## config.mk

```make
export PLATFORM = sky130hd
export DESIGN_NAME = enum_seq
export DESIGN_NICKNAME = d
export VERILOG_FILES = /design/src/rtl/enum_seq.sv
export SDC_FILE = /design/constraint.sdc
export NUM_CORES = 1
export LEC_CHECK = 0
export CAP_MARGIN = 10
export CORE_AREA = 2 2 39 41
export DETAILED_ROUTE_END_ITERATION = 6
export DIE_AREA = 0 0 41 43
export HOLD_SLACK_MARGIN = 0.08
export PLACE_DENSITY = 0.66
export SKIP_LAST_GASP = 1
export SLEW_MARGIN = 5
export SYNTH_ARGS = -nofsm -noshare
export SYNTH_HDL_FRONTEND = slang
export SYNTH_SLANG_ARGS = --single-unit
export TNS_END_PERCENT = 20
```

## constraint.sdc

```tcl
create_clock -name clk -period 1.85 [get_ports clk]
set_clock_uncertainty 0.1 [all_clocks]
set_input_delay 0.37 -clock clk [delete_from_list [all_inputs] [get_ports clk]]
set_output_delay 0.37 -clock clk [all_outputs]
set_load 0.05 [all_outputs]
```

## src/rtl/enum_seq.sv

```systemverilog
// enum_seq: parameterised up/down state sequencer with dwell count, wrap pulse and illegal-load detection
// Ports:
//   clk      - sole clock, rising edge
//   rst_n    - asynchronous active-low reset
//   en       - advance enable
//   dir      - step direction, 0 up / 1 down (used only when BIDIR=1)
//   load     - synchronous load strobe, has priority over en
//   load_val - state to load; out-of-range values load RESET_STATE
//   clr_err  - clears the sticky error flag (a same-cycle set wins)
//   state    - current state, registered, always < N_STATES
//   wrap     - one-cycle pulse on the cycle the state wraps
//   illegal  - one-cycle pulse on an out-of-range load
//   err      - sticky illegal-load flag
//   at_last  - combinational, high when state == N_STATES-1
module enum_seq #(
    parameter int N_STATES    = 5,
    parameter int DWELL       = 1,
    parameter int RESET_STATE = 0,
    parameter int WRAP_TO     = 0,
    parameter int BIDIR       = 0,
    localparam int W  = N_STATES > 2 ? $clog2(N_STATES) : 1,
    localparam int DW = DWELL > 2 ? $clog2(DWELL) : 1
) (
    input  logic         clk,
    input  logic         rst_n,
    input  logic         en,
    input  logic         dir,
    input  logic         load,
    input  logic [W-1:0] load_val,
    input  logic         clr_err,
    output logic [W-1:0] state,
    output logic         wrap,
    output logic         illegal,
    output logic         err,
    output logic         at_last
);
    localparam logic [W-1:0]  LAST   = W'(N_STATES - 1);
    localparam logic [W-1:0]  RST_S  = W'(RESET_STATE);
    localparam logic [W-1:0]  WRAP_S = W'(WRAP_TO);
    localparam logic [DW-1:0] DLAST  = DW'(DWELL - 1);
    logic [DW-1:0] cnt, cnt_nxt;
    logic [W-1:0]  state_nxt;
    logic          wrap_nxt, illegal_nxt, bad, step, down;
    assign bad     = load_val > LAST;
    assign step    = en && cnt == DLAST;
    assign down    = (BIDIR != 0) && dir;
    assign at_last = state == LAST;
    // Wrap is decided explicitly at both ends so a power-of-two N_STATES never relies on rollover.
    always_comb begin
        state_nxt   = state;
        cnt_nxt     = cnt;
        wrap_nxt    = 1'b0;
        illegal_nxt = 1'b0;
        if (load) begin
            cnt_nxt     = '0;
            state_nxt   = bad ? RST_S : load_val;
            illegal_nxt = bad;
        end else if (en) begin
            cnt_nxt = step ? '0 : cnt + 1'b1;
            if (step && down) begin
                state_nxt = state == '0 ? LAST : state - 1'b1;
                wrap_nxt  = state == '0;
            end else if (step) begin
                state_nxt = state == LAST ? WRAP_S : state + 1'b1;
                wrap_nxt  = state == LAST;
            end
        end
    end
    always_ff @(posedge clk or negedge rst_n) begin
        if (!rst_n) begin
            state   <= RST_S;
            cnt     <= '0;
            wrap    <= 1'b0;
            illegal <= 1'b0;
            err     <= 1'b0;
        end else begin
            state   <= state_nxt;
            cnt     <= cnt_nxt;
            wrap    <= wrap_nxt;
            illegal <= illegal_nxt;
            err     <= illegal_nxt | (err & ~clr_err);
        end
    end
endmodule

```

==> metrics.cfg <==
[run_status]
status=finished clean

[power_and_ir_drop]
vdd_drop_max_uv=335
power_density_nw_per_um2=848
power_leakage_nw=0.252

[floorplanning]
io_pins=16
start_util_pct=25.4
std_cell_rows=14
core_area_um2=1380
fp.dieArea_um2=1760
die_h_um=43
die_x_um=41

[drt]
drt-total-wl_um=626
vias=292
post_drt_wl_per_cell_um=9.34
drtIter0Drc=4
drtAntennaViolNets=0
viasPerCell=4.36
first_pass_iters=2
drc_errors=0

[cells_and_area]
regArea_um2=175
area_delta_synth_final_pct=50.5
utilization_pct=38.2
stdcell_area_um2=529
fillers=153
multiInputGateArea_um2=161
drive_gt1_share_pct=23.5
fin_nets=63
diodes=0

[synthesis]
synth.net_count=45
yosys.area.top_type_share_pct=49.8
netlist_area_um2=352
synth_cell_type_count=17
syn_inst=34
synth_area_per_cell_um2=10.3
synth_top_area_cell=dfrtp_1
synth_area_leaders=dfrtp_1 (50%), ha_1 (7.1%), a22oi_1 (4.3%), nor2_1 (4.3%), nor3b_1 (4.3%)
seq_area_frac_synth_pct=49.8
yosysWarnings=0
ys_seq_elements=7

[cts]
cts_root_buffer=clkbuf_4
cts_buffers=3
clk_pin_slew_ps=50
ctsHoldBuffers=0
post_cts_resized=0
postCtsSetupBuffers=0
cts_sinks=7
cts_buffer_depth=2
cts_max_level=1
clkLatencyLatePin_ps=250
cts_tree=built

[global_routing]
grt_usage_pct=9.95
grt_pass1_wl_um=1100
grt_overflow=0
grt_pass1_vias=271
grt_max_degree=10
antenna_found_initial=0

[flow_run]
cap_violations=0

[timing]
slew_headroom_pct=79.7
setup_viol_count_final=0
period_minus_slack_ps=1660
hold_violations=0
worstMarginPinSlew_ps=304
fmax_ghz=0.601
fin_setup_tns_ps=0
rsz0062_at_grt=no
timing.final.crit_share_pct=90.0
finalMaxSlewViolations=0

[place]
port-buffer-count=14
gp_congestion=0.678
hpwl_um=528
place_area_um2=503

[setup_path]
cp-start-kind=flip-flop
critical_path.cell_chain=inv_1, ha_1, and2_4, buf_12
reg2reg_from=state[0]
timing.rr.end=state[0]
cp_slowest_cell=dfrtp_1
crit_type=flip-flop to primary output
cp_data_required_time_ps=1380
endpoint_kind=primary output
ff2ff_setup_slack_ps=350
path_max_fanout=5
crit_path_max_incr_delay_ps=400
worstPathArrival_ps=1190
rr_worst_depth=5

[worst_hold_path]
hold_class=primary input to async pin

area by class of cell:
cell class              instances  area share (%)
clock buffers                   4            4.96
inverters                       3            2.13
multi-input cells              23            30.5
flip-flops and latches          7            33.1
well taps                      16            3.78
repair buffers                 14            25.5
cells by family (layout without fill, tap and decap cells):
kind of cell	count (synthesis)	count (layout)	synth area share [%]
AOI/OAI and AO/OA	6	6	10.7
adders and majority gates	2	2	7.12
buffers and inverters	4	21	4.27
DFF	7	7	49.8
muxes	1	1	2.85
and+or+nand+nor	14	14	25.3
sequential cells by signal (all words and copies together) (netlist names):
register  count
cnt           1
wrap          1
illegal       1
state         3
err           1
stage by stage:
step	setup slack [ps]	power, mW	hold slack, ps	std cells
after floorplan	18.4	0.263	-25.6	34
after global placement	172	0.317	436	63
after detailed placement	180	0.320	450	63
after CTS	166	0.454	286	67
after global routing	92.5	0.483	289	67
final	185	0.449	276	67
placed cells by master, fill, tap and decap left out:
cell	instances
mux2i_1	1
and4bb_1	1
nor2_1	4
buf_12	1
and2_4	1
nand2b_1	1
clkdlybuf4s50_1	7
o21ai_1	1
or3_1	1
nand2b_4	1
a21oi_1	1
dfrtp_1	7
o22ai_1	2
clkbuf_4	3
a22oi_1	2
ha_1	2
buf_4	6
nand2_1	3
clkbuf_1	1
nor3b_1	2
inv_1	3
per-layer routing:
layer	global-route usage, %	up-vias	part of all wire [%]
met5	0	-	0
met4	10.0	0	4.2
met3	3.14	4	5.9
met2	12.5	11	46
met1	12.3	126	44
li1	-	151	-
power by group:
| group | total [mW] | switching, mW | internal, mW |
|---|---|---|---|
| Clock | 0.134 | 0.0518 | 0.0820 |
| Combinational | 0.141 | 0.0830 | 0.0575 |
| Sequential | 0.175 | 0.00955 | 0.165 |
| Total | 0.449 | 0.144 | 0.305 |
how the worst max path moves through the flow:
stage | from | endpoint | slack, ps | cells after the start
2_1_floorplan | state[0] | state[0] | 20 | 5
3_3_place_gp | en | state[0] | 170 | 4
3_5_place_dp | en | state[0] | 180 | 4
4_1_cts | state[0] | at_last | 170 | 4
5_1_grt | state[0] | at_last | 90 | 4
6_report | state[0] | at_last | 190 | 4
synth_stat cells:
master,instances
mux2i_1,1
or3_1,1
a22oi_1,2
nand2_1,3
and4bb_1,1
o22ai_1,2
inv_1,3
nand2b_4,1
and2_4,1
nand2b_1,1
a21oi_1,1
o21ai_1,1
clkbuf_1,1
ha_1,2
nor2_1,4
dfrtp_1,7
nor3b_1,2
worst max-delay path: cells and delay by family, from the launching register on:
family        cells  cell delay (ps)
fa+ha+maj         1              200
buf+inv           2              200
simple gates      1              150
flops             1              400
No activity file was read; power rests on OpenSTA's default activity.
